[config.mk]
export PLATFORM = sky130hd
export DESIGN_NAME = seq_divider
export DESIGN_NICKNAME = d
export VERILOG_FILES = /design/src/rtl/seq_divider.sv
export SDC_FILE = /design/constraint.sdc
export NUM_CORES = 1
export LEC_CHECK = 0
export CAP_MARGIN = 30
export CORE_ASPECT_RATIO = 1.4
export CORE_UTILIZATION = 55
export DETAILED_ROUTE_END_ITERATION = 16
export GPL_TIMING_DRIVEN = 0
export PLACE_DENSITY = 0.91
export SETUP_SLACK_MARGIN = 0.05
export SLEW_MARGIN = 0
export SYNTH_ARGS = -nofsm -noshare
export SYNTH_HDL_FRONTEND = slang
export SYNTH_SLANG_ARGS = --single-unit
[constraint.sdc]
create_clock -name clk -period 7.4 [get_ports clk]
set_input_delay 1.48 -clock clk [delete_from_list [all_inputs] [get_ports clk]]
set_output_delay 1.48 -clock clk [all_outputs]
set_load 0.01 [all_outputs]
[src/rtl/seq_divider.sv]
// Multi-cycle unsigned restoring divider: one quotient bit per clock,
// start/done handshake, divide-by-zero detection, back-to-back capable.
module seq_divider #(
    parameter int WIDTH = 16
) (
    input  logic             clk,
    input  logic             rst_n,
    input  logic             start,
    input  logic [WIDTH-1:0] dividend,
    input  logic [WIDTH-1:0] divisor,
    output logic             busy,
    output logic             done,
    output logic [WIDTH-1:0] quotient,
    output logic [WIDTH-1:0] remainder,
    output logic             div_by_zero
);

    localparam int CW = $clog2(WIDTH + 1);

    typedef enum logic [1:0] {
        IDLE,
        RUN,
        DONE
    } state_t;

    state_t           state;
    logic [CW-1:0]    cnt;
    logic [WIDTH-1:0] acc;        // dividend shifting out, quotient shifting in
    logic [WIDTH-1:0] dvsr;
    logic [WIDTH-1:0] prem;       // partial remainder, low WIDTH bits
    logic [WIDTH:0]   p_shift;
    logic [WIDTH:0]   trial;
    logic [WIDTH-1:0] acc_next;
    logic [WIDTH-1:0] prem_next;

    // The stored partial remainder is always below the divisor, so its bit
    // WIDTH is zero between steps; only the shifted/trial values need WIDTH+1.
    // NOTE: every signal assigned in always_comb gets a value on every path,
    // otherwise synthesis infers a latch.
    always_comb begin
        p_shift   = {prem, acc[WIDTH-1]};
        trial     = p_shift - {1'b0, dvsr};
        acc_next  = {acc[WIDTH-2:0], ~trial[WIDTH]};
        prem_next = trial[WIDTH] ? p_shift[WIDTH-1:0] : trial[WIDTH-1:0];
    end

    // NOTE: state registers use non-blocking assignments so every register
    // samples pre-edge values regardless of statement order.
    always_ff @(posedge clk or negedge rst_n) begin
        if (!rst_n) begin
            // NOTE: the operand/working registers are reset too; they are
            // few flops and a known state simplifies debug after abort.
            state       <= IDLE;
            cnt         <= '0;
            acc         <= '0;
            dvsr        <= '0;
            prem        <= '0;
            busy        <= 1'b0;
            done        <= 1'b0;
            quotient    <= '0;
            remainder   <= '0;
            div_by_zero <= 1'b0;
        end else begin
            case (state)
                IDLE, DONE: begin
                    done <= 1'b0;
                    if (start) begin
                        acc  <= dividend;
                        dvsr <= divisor;
                        if (divisor == '0) begin
                            state       <= DONE;
                            done        <= 1'b1;
                            quotient    <= '1;
                            remainder   <= dividend;
                            div_by_zero <= 1'b1;
                        end else begin
                            state <= RUN;
                            busy  <= 1'b1;
                            cnt   <= '0;
                            prem  <= '0;
                        end
                    end else begin
                        state <= IDLE;
                    end
                end
                RUN: begin
                    acc  <= acc_next;
                    prem <= prem_next;
                    cnt  <= cnt + CW'(1);
                    if (cnt == CW'(WIDTH - 1)) begin
                        state       <= DONE;
                        busy        <= 1'b0;
                        done        <= 1'b1;
                        quotient    <= acc_next;
                        remainder   <= prem_next;
                        div_by_zero <= 1'b0;
                    end
                end
                default: state <= IDLE;
            endcase
        end
    end

endmodule

; ---- Word-level counts from Yosys, hierarchy flattened
; Cells that the tools add are included.
[word_totals]
ff_bits = 90
inputBits = 35
out_inout_bits = 35
[classes]
addsub = 2
n_eq_ne = 7
muxes = 32
bitwise = 1
reduce_logical = 10
[ops]
columns = op, count
row1 = 16-bit two-way mux, 10
row2 = 16-bit one-hot mux with 2 select lines, 4
row3 = 17-bit by 16-bit subtractor with 17-bit output, 1
row4 = 16-bit zero test, 1
row5 = 5-bit two-way mux, 2
row6 = 5-bit one-hot mux with 2 select lines, 1
row7 = 1-bit two-way mux, 8
row8 = 2-bit inequality test (second input constant), 4
row9 = 4-bit AND reduction, 2
row10 = 2-bit two-way mux, 3
row11 = 1-bit one-hot mux with 2 select lines, 3
row12 = 2-bit AND reduction, 3
row13 = 5-bit by 1-bit adder with 5-bit output (second input constant), 1
row14 = 5-bit by 4-bit == test with 1-bit output (second input constant), 1
row15 = 2-bit one-hot mux with 2 select lines, 1
row16 = 3-bit AND reduction, 1
row17 = 2-bit by 1-bit == test with 1-bit output (second input constant), 1
row18 = 2-bit == test (second input constant), 1
row19 = 2-bit zero test, 1
row20 = 2-bit nonzero test, 1
row21 = 2-bit OR reduction, 1
row22 = 1-bit inverter, 1

; ---- Logic depth before layout (Yosys ltp)
; Gate-level depths: netlist of the first run.
[logic_depth]
depth_word = 4
ltp_mapped = 11
depth_no_buf = 10

; ---- Worst setup path after synthesis of the first run
; No wires, ideal clock.
[synth_timing]
path_type = input -> register
from = in divisor[12]
to = reg remainder[12]
t_arrival_ns = 2.856
slack_ns = 4.424
cell_stages = 8
path_buffers = 1
path_cell_list = nor4_1 -> and4_1 -> nand2_1 -> clkbuf_1 -> mux2_2 -> nand2_1 -> o41ai_2 -> a31o_1
[synth_between]
elab_chain_len = 3
[synth_lines]
columns = item, line_no
row1 = "start, declared", 10  ; input logic [WIDTH-1:0] divisor,
row2 = 16-bit zero test, 70  ; if (divisor == '0) begin
row3 = 2-bit inequality test (no source line), -
row4 = 4-bit AND reduction (no source line), -
row5 = "end signal, assigned", 74  ; remainder <= dividend;
row6 = "end signal, assigned", 95  ; remainder <= prem_next;
row7 = "end, declared", 14  ; output logic [WIDTH-1:0] remainder,
; Every way passes these cells.
; A chain may end at the register's enable or synchronous reset.

; ---- Worst setup path after layout of the first run
[layout_timing]
from = in divisor[3]
to = reg prem[10]
[layout_between]
elab_chain_len = 3
[layout_lines]
columns = item, line_no
row1 = 16-bit zero test, 70
row2 = 2-bit inequality test (no source line), -
row3 = 3-bit AND reduction (no source line), -
row4 = "end signal, assigned", 88  ; prem <= prem_next;
row5 = "end, declared", 30  ; logic [WIDTH-1:0] prem;
; Every way passes these cells.

==> out/results.tsv, run 1 <==
stage	metric	value	unit
run_status	status	completed	
cts	worst-skew pair later-pin latency	0.35	ns
power	pwr/cell area	573	nW/um2
detailed_routing	DRT Wirelength	13.6	mm
global_routing	vias in the first global route	4553	
critical_path	crit-path cells	clkdlybuf4s50_1 -> nor4_1 -> and4_1 -> nor2_1 -> nor2_1 -> clkbuf_1 -> nand2_1 -> o21ai_0	
sta	Final min period	3.65	ns
placed_design	Final Wtd Congestion	0.929	
sta	final setup fails	0	
yosys	Post-synth ARST share	100	%
placed_design	port bufs	69	
yosys	Synth area leader	dfrtp_1	
yosys	synth top area cells	dfrtp_1 (48%), nand2_1 (6.7%), nor2_1 (5.3%)	
floorplanning	Starting Density	57.4	%
detailed_routing	DRT iter0 DRCs	489	
power	Pleak	0.00262	uW
floorplanning	chip width	80.4	um
detailed_routing	Initial DRT Pass Iterations	7	
critical_path	WP buf/inv	2	
power	Flop pwr share	26.3	%
global_routing	initial antenna violation count	0	
power	Pint	1890	uW
floorplanning	Die Height	112	um
critical_path	crit path kind	in2reg	
cts	worst-case clock buffer depth	2	
yosys	main flop type after synthesis	dfrtp_1	
floorplanning	row count	39	
layout	# fillers	578	
cts	Num CTS Buffers	9	
critical_path	startpoint types	input pin	
cts	Root Driver	clkbuf_16	
detailed_routing	via count	4426	
power	Logic pwr share	58.7	%
yosys	Syn. warnings	0	
global_routing	first-pass GRT wire length	21.5	mm
power	Net Sw Power	1500	uW
yosys	Post-synth EDFFs	0	
yosys	Mapped Avg Cell Area	8.99	um2
yosys	Seq/Total Area, Yosys	47.5	%
cts	hold_buf cts	0	
detailed_routing	Routed WL per cell	19.0	um
yosys	Synth cell types	47	
yosys	#FFs+latches synth	90	
sta	Final Max Slew Viols	0	
job	max_cap viols	0	
critical_path	worst path required time	7.66	ns
critical_path	slowest CP cell	clkbuf_1	
detailed_routing	ANT nets after route	0	
floorplanning	Boundary Pins	70	
critical_path	Max FO, Critical Path	10	
yosys	synth cell count leaders	dfrtp_1 (90), nand2_1 (85), nor2_1 (67), a21oi_1 (44), o21ai_0 (42)	
yosys	Synth top area share	47.5	%
layout	fin nets	662	
sta	setup_tns	0	ns
yosys	leading cell type by number of instances after synthesis	dfrtp_1	
detailed_routing	via/cell ratio	6.19	
critical_path	CP most frequent cell	nor2_1	
global_routing	largest net degree at the start of global routing	76	
layout	diode count	0	
yosys	Post-Synthesis Cells	527	
global_routing	total grt overflow	0	
power	maximum VDD drop	278	uV
cts	CTS tree	done	
power	Clock Power Share	15.0	%
cts	clock sinks	90	
sta	period utilisation layout	49.4	%
critical_path	cell family with most CP delay	simple AND/OR/NAND/NOR gates	
yosys	syn_nets	581	
cts	H-tree levels	3	
power	sw frac	44.3	%
global_routing	GRT Total Usage	31.4	%
sta	actual slew at the worst max-slew pin	0.801	ns
sta	max_slew headroom	46.4	%
yosys	Cell Area, Synth	4740	um2
cts	CTS resizes	0	
layout	share of layout cells above drive strength 1	5.22	%
floorplanning	core area	8250	um2
placed_design	detailed placement HPWL	9.62	mm
sta	Max Fclk	274	MHz
cts	clock slew at reported path FFs	0.07	ns
critical_path	Crit. End Element	register	
layout	Syn-to-layout area delta	24.7	%
floorplanning	total die area	8990	um2
sta	RSZ-0062 raised after global routing	false	
sta	clock skew	0.0119	ns
detailed_routing	DRC	0	
critical_path	slowest cell delay on critical path	0.47	ns
critical_path	CP arrival	3.91	ns
power	Power, Total	3390	uW
hold_path	worst hold path class	reg2reg	
sta	final hold violations	0	
cts	# Post-CTS Setup Buffers	0	
-- cells by family after synthesis --
logic type | after synthesis | synth area share, %
flip-flops | 90 | 47.5
XOR/XNOR | 16 | 3.12
AND/OR/NAND/NOR | 194 | 17.5
AO/OA/AOI/OAI | 140 | 18.4
buffers and inverters | 50 | 4.31
multiplexers | 18 | 3.96
adder cells (fa/ha/maj) | 19 | 5.18
-- path summary, 6_finish.rpt --
kind / start / to / slack [ns] / cells after the start
min in group asynchronous: rst_n / dvsr[5] / 0.99 / 1
setup / recovery: divisor[3] / prem[10] / 3.75 / 8
max in group asynchronous: rst_n / acc[13] / 5.78 / 2
hold reg to reg: done / done / 0.49 / 1
hold / removal: done / done / 0.49 / 1
setup reg to reg: acc[15] / remainder[4] / 4.28 / 11
-- stage by stage --
| stage | worst slack, ns | cell area, um2 | hold WS [ns] | utilization [%] | std cells |
|---|---|---|---|---|---|
| detailed placement | 3.48 | 5580 | 0.478 | 67.7 | 699 |
| CTS | 3.80 | 5910 | 0.496 | 71.6 | 715 |
| finish | 3.75 | 5910 | 0.494 | 71.6 | 715 |
| global route | 3.62 | 5910 | 0.522 | 71.6 | 715 |
| floorplan | 4.42 | 4740 | 0.450 | - | 527 |
| global placement | 1.76 | 5560 | 0.465 | 67.4 | 698 |
-- metal layers --
metal,GRT usage (%),vias to the layer above,part of all wire (%)
met1,36.1,2109,37
met2,52.5,266,51
met5,0,-,0
li1,-,1981,-
met3,6.15,70,7.1
met4,19.8,0,4.9
-- registers in the layout, summed over array words and instances (netlist names) --
| signal | cells |
|---|---|
| quotient | 16 |
| acc | 16 |
| busy | 1 |
| dvsr | 16 |
| remainder | 16 |
| cnt | 5 |
| prem | 16 |
| done | 1 |
| state | 2 |
| div_by_zero | 1 |
-- power groups by stage --
stage,sequential (uW),combinational (uW),clock [uW]
2_1_floorplan,876,1340,0
3_3_place_gp,876,1800,0
3_5_place_dp,887,1900,0
4_1_cts,885,1950,504
5_1_grt,912,2140,527
6_report,892,1990,507
-- final cells by class --
class / instances / area, um2 / area share, %
timing repair buffer: 70 / 716 / 12.1
clock buffer: 10 / 239 / 4.04
sequential: 90 / 2250 / 38.1
buffer: 29 / 125 / 2.12
tap: 102 / 128 / 2.16
multi-input combinational: 387 / 2280 / 38.6
clock inverter: 6 / 88.8 / 1.50
inverter: 21 / 78.8 / 1.33
-- placed cells by master (no fill, tap or decap), types with 2 or more instances in the layout --
cell type	count
a21boi_0	2
a21o_1	8
a21oi_1	44
a21oi_2	2
a221o_1	2
a311o_1	2
a31oi_1	13
and2_1	6
and3_1	4
buf_1	3
buf_6	2
bufinv_16	2
clkbuf_1	23
clkbuf_16	9
clkdlybuf4s50_1	68
clkinvlp_4	2
dfrtp_1	90
ha_1	18
inv_1	21
mux2_2	2
mux2i_1	15
nand2_1	85
nand2b_1	8
nand3_1	2
nand4_1	2
nor2_1	67
nor2b_1	3
nor3_1	5
nor4_1	4
o211ai_1	2
o21ai_0	42
o22a_1	4
o22ai_1	7
o32ai_1	3
or3_1	7
xnor2_1	7
xor2_1	8
Power figures use the tool's default switching activity.
==> inputs of run 2 (changes only) <==
Settings changed: CORE_UTILIZATION 55 to 49, PLACE_DENSITY 0.91 to 0.86.
Clock period 7.4 ns to 3 ns, I/O delays scaled along.
==> run 2 against run 1 <==
Against the previous run: routed wire length down 0.24%; first-iteration DRC count down 38%; hold slack worse by 0.26 ns.
==> out/results.tsv, run 2 (synthesis gave the netlist of run 1 again) <==
stage	metric	value	unit	change
sta	Final min period	2.89	ns	
critical_path	last element of the critical path	remainder[8]		
cts	Root Driver	clkbuf_16		
layout	fin nets	662		unchanged
detailed_routing	DRC	0		unchanged
cts	CTS tree	done		
critical_path	CP most frequent cell	a31oi_4		
critical_path	Crit. End Element	register		
sta	max_slew headroom	41.7	%	-4.7 points
detailed_routing	DRT iter0 DRCs	302		-38%
sta	clock skew	0.00858	ns	-0.00329 ns
layout	diode count	0		unchanged
critical_path	RR Endpoint	remainder[8]		
cts	worst-case clock buffer depth	2		unchanged
power	Pleak	0.00263	uW	+0.21%
power	Power, Total	8600	uW	+150%
cts	H-tree levels	3		unchanged
critical_path	startpoint types	register		
detailed_routing	via/cell ratio	6.04		-2.5%
detailed_routing	ANT nets after route	0		unchanged
placed_design	placed insts	707		+1.1%
critical_path	CP startpoint	acc[15]		
layout	commonest non-fill, non-tap cells in the layout	dfrtp_1 (90), nand2_1 (85), clkdlybuf4s50_1 (68), nor2_1 (67), a21oi_1 (44)		
global_routing	GRT Total Usage	28.4	%	-3.1 points
layout	commonest non-fill, non-tap cell in the layout	dfrtp_1		
critical_path	slowest cell delay on critical path	0.39	ns	-0.08 ns
sta	Hold WS	0.237	ns	-0.257 ns
sta	Max Fclk	346	MHz	
critical_path	r2r worst-path depth	11		unchanged
critical_path	reg2reg start	acc[15]		
cts	clock slew at reported path FFs	0.07	ns	about the same
cts	clock sinks	90		unchanged
detailed_routing	met2 routed WL	7.15	mm	+2.5%
cts	# Post-CTS Setup Buffers	0		unchanged
critical_path	Max FO, Critical Path	10		unchanged
global_routing	total grt overflow	0		unchanged
detailed_routing	Routed WL per cell	18.7	um	-1.3%
floorplanning	total die area	10100	um2	+12%
critical_path	WP buf/inv	2		unchanged
global_routing	largest net degree at the start of global routing	50		-34%
hold_path	worst hold path class	in2async		
detailed_routing	DRT Wirelength	13.5	mm	-0.24%
critical_path	CP arrival	3.18	ns	-0.73 ns
power	pwr/cell area	1440	nW/um2	+150%
critical_path	flop2flop setup slack	0.11	ns	-4.17 ns
sta	Final Max Slew Viols	0		unchanged
global_routing	vias in the first global route	4605		+1.1%
critical_path	crit-path cells	inv_1 -> ha_1 -> fa_1 -> nand2b_1 -> a21o_1 -> a31oi_4 -> a31oi_4 -> xnor2_4 -> buf_6 -> mux2i_1 -> o22a_1		
sta	actual slew at the worst max-slew pin	0.872	ns	+0.0706 ns
layout	Final Non-Filler Cells	723		+1.1%
detailed_routing	via count	4365		-1.4%
job	max_cap viols	0		unchanged
cts	Num CTS Buffers	9		unchanged
layout	share of layout cells above drive strength 1	6.36	%	+1.1 points
sta	RSZ-0062 raised after global routing	true		
run_status	status	completed		
floorplanning	chip width	85.1	um	+5.8%
sta	period utilisation layout	96.4	%	
layout	Syn-to-layout area delta	26.2	%	
critical_path	cell family with most CP delay	compound AO/OA/AOI/OAI gates		
critical_path	slowest CP cell	fa_1		
cts	worst-skew pair later-pin latency	0.35	ns	about the same
detailed_routing	Top Layer Used	met4		
global_routing	initial antenna violation count	0		unchanged
critical_path	worst path required time	3.29	ns	-4.37 ns
layout	# fillers	753		+30%
placed_design	Final Wtd Congestion	0.885		-4.7%
floorplanning	core area	9410	um2	+14%
detailed_routing	met1 WL	5.13	mm	+3.2%
global_routing	first-pass GRT wire length	22.2	mm	+3.3%
detailed_routing	Initial DRT Pass Iterations	5		-2
floorplanning	Die Height	118	um	+5.8%
placed_design	detailed placement HPWL	9.71	mm	+0.97%
critical_path	crit path kind	reg2reg		
floorplanning	Boundary Pins	70		unchanged
sta	final hold violations	0		unchanged
floorplanning	Starting Density	50.4	%	-7.1 points
power	maximum VDD drop	579	uV	+110%
sta	final setup fails	0		unchanged
critical_path	Crit path depth	11		+3
detailed_routing	met3 wire len	749	um	-22%
placed_design	port bufs	69		unchanged
floorplanning	row count	42		+7.7%
## run 2: per-stage QoR
step | util [%] | area, um2 | TNS [ns] | setup WS (ns)
after floorplan | - | 4740 | 0 | 0.430
after CTS | 63.1 | 5940 | 0 | 0.0595
after detailed placement | 59.4 | 5590 | -0.394 | -0.110
after global routing | 63.5 | 5980 | 0 | 0.0316
after global placement | 59.2 | 5570 | -164.42 | -1.83
final | 63.5 | 5980 | 0 | 0.107
## run 2: per-layer routing
metal  vias up  track usage [%]
met5         -                0
li1       1977                -
met4         0             14.8
met2       205             50.2
met3        48             3.91
met1      2135             32.9
## run 2: worst min path at each step
stage | start | end | slack [ns] | cells after the start
6_report | rst_n | dvsr[3] | 0.24 | 1
5_1_grt | rst_n | dvsr[3] | 0.28 | 1
4_1_cts | rst_n | dvsr[3] | 0.26 | 1
3_5_place_dp | dvsr[0] | dvsr[0] | 0.47 | 2
3_3_place_gp | done | done | 0.47 | 1
2_1_floorplan | rst_n | acc[0] | 0.30 | 0
## run 2: power by group
part	switching (uW)	internal, uW
sequential	411	1790
clock	510	739
combinational	2850	2300
total	3770	4830
## run 2: what timing repair did
action                                  4_1_cts  5_1_grt
hold buffers                                  0        0
gates resized for setup                       4        9
endpoints found under the setup margin       11       24
gates cloned                                  0        0
## run 2: final cells by class
type	instances	area (um2)	area share [%]
Clock inverter	7	103	1.72
Timing Repair Buffer	70	716	12.0
Buffer	29	133	2.22
Sequential cell	90	2250	37.7
Inverter	21	78.8	1.32
Tap cell	110	138	2.30
Multi-Input combinational cell	387	2330	39.0
Clock buffer	9	225	3.77
==> inputs of run 3 (changes only) <==
Settings changed: GPL_ROUTABILITY_DRIVEN from default to 0, HOLD_SLACK_MARGIN from default to 0.02.
==> run 3 against run 2 <==
Against the previous run: sequential share of layout area increased by 0.26 points; critical path depth did not move; power shrank 1.4%; core utilization down 0.44 points; flip-flop and latch count unchanged; routed wire length decreased by 2.4%; clock power fell by 17%; critical endpoint is now remainder[13]; largest cell class unchanged; highest routed layer unchanged.
==> out/results.tsv, run 3 (synthesis gave the netlist of run 1 again) <==
stage	metric	value	unit	change
global_routing	initial antenna violation count	0		unchanged
placed_design	port bufs	69		unchanged
sta	clock skew	0.00605	ns	-0.00253 ns
critical_path	Crit. End Element	register		
cts	worst-case clock buffer depth	2		unchanged
floorplanning	row count	42		unchanged
critical_path	Max FO, Critical Path	10		unchanged
layout	diode count	0		unchanged
layout	Final Cell Area	5940	um2	-0.69%
detailed_routing	DRT iter0 DRCs	427		+41%
critical_path	crit path kind	reg2reg		
sta	final setup fails	0		unchanged
sta	Worst Slack Setup Final	0.0965	ns	-0.0100 ns
layout	commonest non-fill, non-tap cells in the layout	dfrtp_1 (90), nand2_1 (85), clkdlybuf4s50_1 (68), nor2_1 (67), a21oi_1 (44)		
global_routing	largest net degree at the start of global routing	59		+18%
floorplanning	Boundary Pins	70		unchanged
detailed_routing	ANT nets after route	0		unchanged
detailed_routing	Initial DRT Pass Iterations	5		unchanged
layout	share of layout cells above drive strength 1	6.20	%	-0.16 points
run_status	status	completed		
global_routing	GRT Total Usage	27.2	%	-1.2 points
cts	clock sinks	90		unchanged
cts	clock slew at reported path FFs	0.06	ns	about the same
detailed_routing	DRC	0		unchanged
sta	Final min period	2.90	ns	+0.0100 ns
critical_path	startpoint types	register		
global_routing	vias in the first global route	4358		-5.4%
sta	period utilisation layout	96.8	%	+0.33 points
cts	Num CTS Buffers	9		unchanged
detailed_routing	DRT Wirelength	13.2	mm	-2.4%
placed_design	Area after DPL	5590	um2	unchanged
power	maximum VDD drop	631	uV	+8.9%
cts	Root Driver	clkbuf_16		
cts	worst-skew pair later-pin latency	0.35	ns	about the same
cts	# Post-CTS Setup Buffers	0		unchanged
placed_design	detailed placement HPWL	9.71	mm	about the same
hold_path	worst hold path class	in2async		
sta	final hold violations	0		unchanged
detailed_routing	via/cell ratio	5.99		-0.76%
detailed_routing	via count	4332		-0.76%
floorplanning	core area	9410	um2	unchanged
detailed_routing	Routed WL per cell	18.3	um	-2.4%
layout	Syn-to-layout area delta	25.3	%	
cts	H-tree levels	3		unchanged
critical_path	CP arrival	3.10	ns	-0.08 ns
floorplanning	Die Height	118	um	unchanged
layout	fin nets	662		unchanged
layout	commonest non-fill, non-tap cell in the layout	dfrtp_1		
floorplanning	total die area	10100	um2	unchanged
floorplanning	chip width	85.1	um	unchanged
sta	max_slew headroom	44.8	%	+3.2 points
floorplanning	Starting Density	50.4	%	unchanged
critical_path	worst path required time	3.20	ns	-0.09 ns
sta	actual slew at the worst max-slew pin	0.824	ns	-0.0475 ns
sta	RSZ-0062 raised after global routing	true		
cts	CTS tree	done		
sta	Final Max Slew Viols	0		unchanged
placed_design	Place WS	-0.101	ns	+0.00859 ns
power	pwr/cell area	1430	nW/um2	-0.72%
global_routing	total grt overflow	0		unchanged
global_routing	first-pass GRT wire length	21.1	mm	-4.8%
job	max_cap viols	0		unchanged
power	Pleak	0.00259	uW	-1.3%
sta	Max Fclk	344	MHz	-0.34%
cts	hold_buf cts	0		unchanged
## run 3: layer usage
| layer | track usage (%) | routed length, um | vias up |
|---|---|---|---|
| li1 | - | - | 1982 |
| met1 | 31.8 | 5170 | 2116 |
| met2 | 46.6 | 6750 | 181 |
| met3 | 4.89 | 705 | 53 |
| met4 | 15.1 | 570 | 0 |
| met5 | 0 | 0 | - |
## run 3: final cells by class
cell class	count	area (um2)
multi-input combinational	387	2340
inverter	21	78.8
sequential	90	2250
clock buffer	9	225
tap	110	138
timing repair buffer	70	716
fill	751	3470
clock inverter	7	46.3
buffer	29	139
## run 3: where the power goes
part,internal [uW],switching [uW]
registers,1800,411
clock network,558,484
logic,2350,2880
## run 3: per-stage QoR
stage	setup TNS [ns]	std cells	total power, uW	hold WS (ns)	utilization (%)
5_1_grt	0	723	9030	0.229	63.1
3_3_place_gp	-162.13	706	6630	0.471	59.2
3_5_place_dp	-1.17	707	6850	0.472	59.4
4_1_cts	0	723	8070	0.200	62.5
6_report	0	723	8480	0.191	63.1
2_1_floorplan	0	527	5460	0.304	-
## run 3: worst max-delay path, stage by stage, from the launching register on
cell,delay [ns]
dfrtp_1,0.32
inv_1,0.08
ha_1,0.25
fa_1,0.39
nand2b_1,0.21
a21o_1,0.24
a31oi_4,0.23
a31oi_4,0.14
xnor2_4,0.25
buf_8,0.21
mux2i_2,0.30
o22ai_1,0.13
## run 3: path summary, 6_finish.rpt
kind,start,cells after the start,slack [ns],to
worst max register to register,acc[15],11,0.1,remainder[13]
worst max-delay path,acc[15],11,0.1,remainder[13]
min in group clk,done,1,0.49,done
worst min-delay path,rst_n,1,0.19,prem[5]
worst min register to register,done,1,0.49,done
max in group asynchronous,rst_n,2,2.18,remainder[11]
## run 3: what timing repair did
item | in CTS | in global routing
setup endpoints to repair | 11 | 24
gates resized for setup | 4 | 10
cloned | 0 | 0
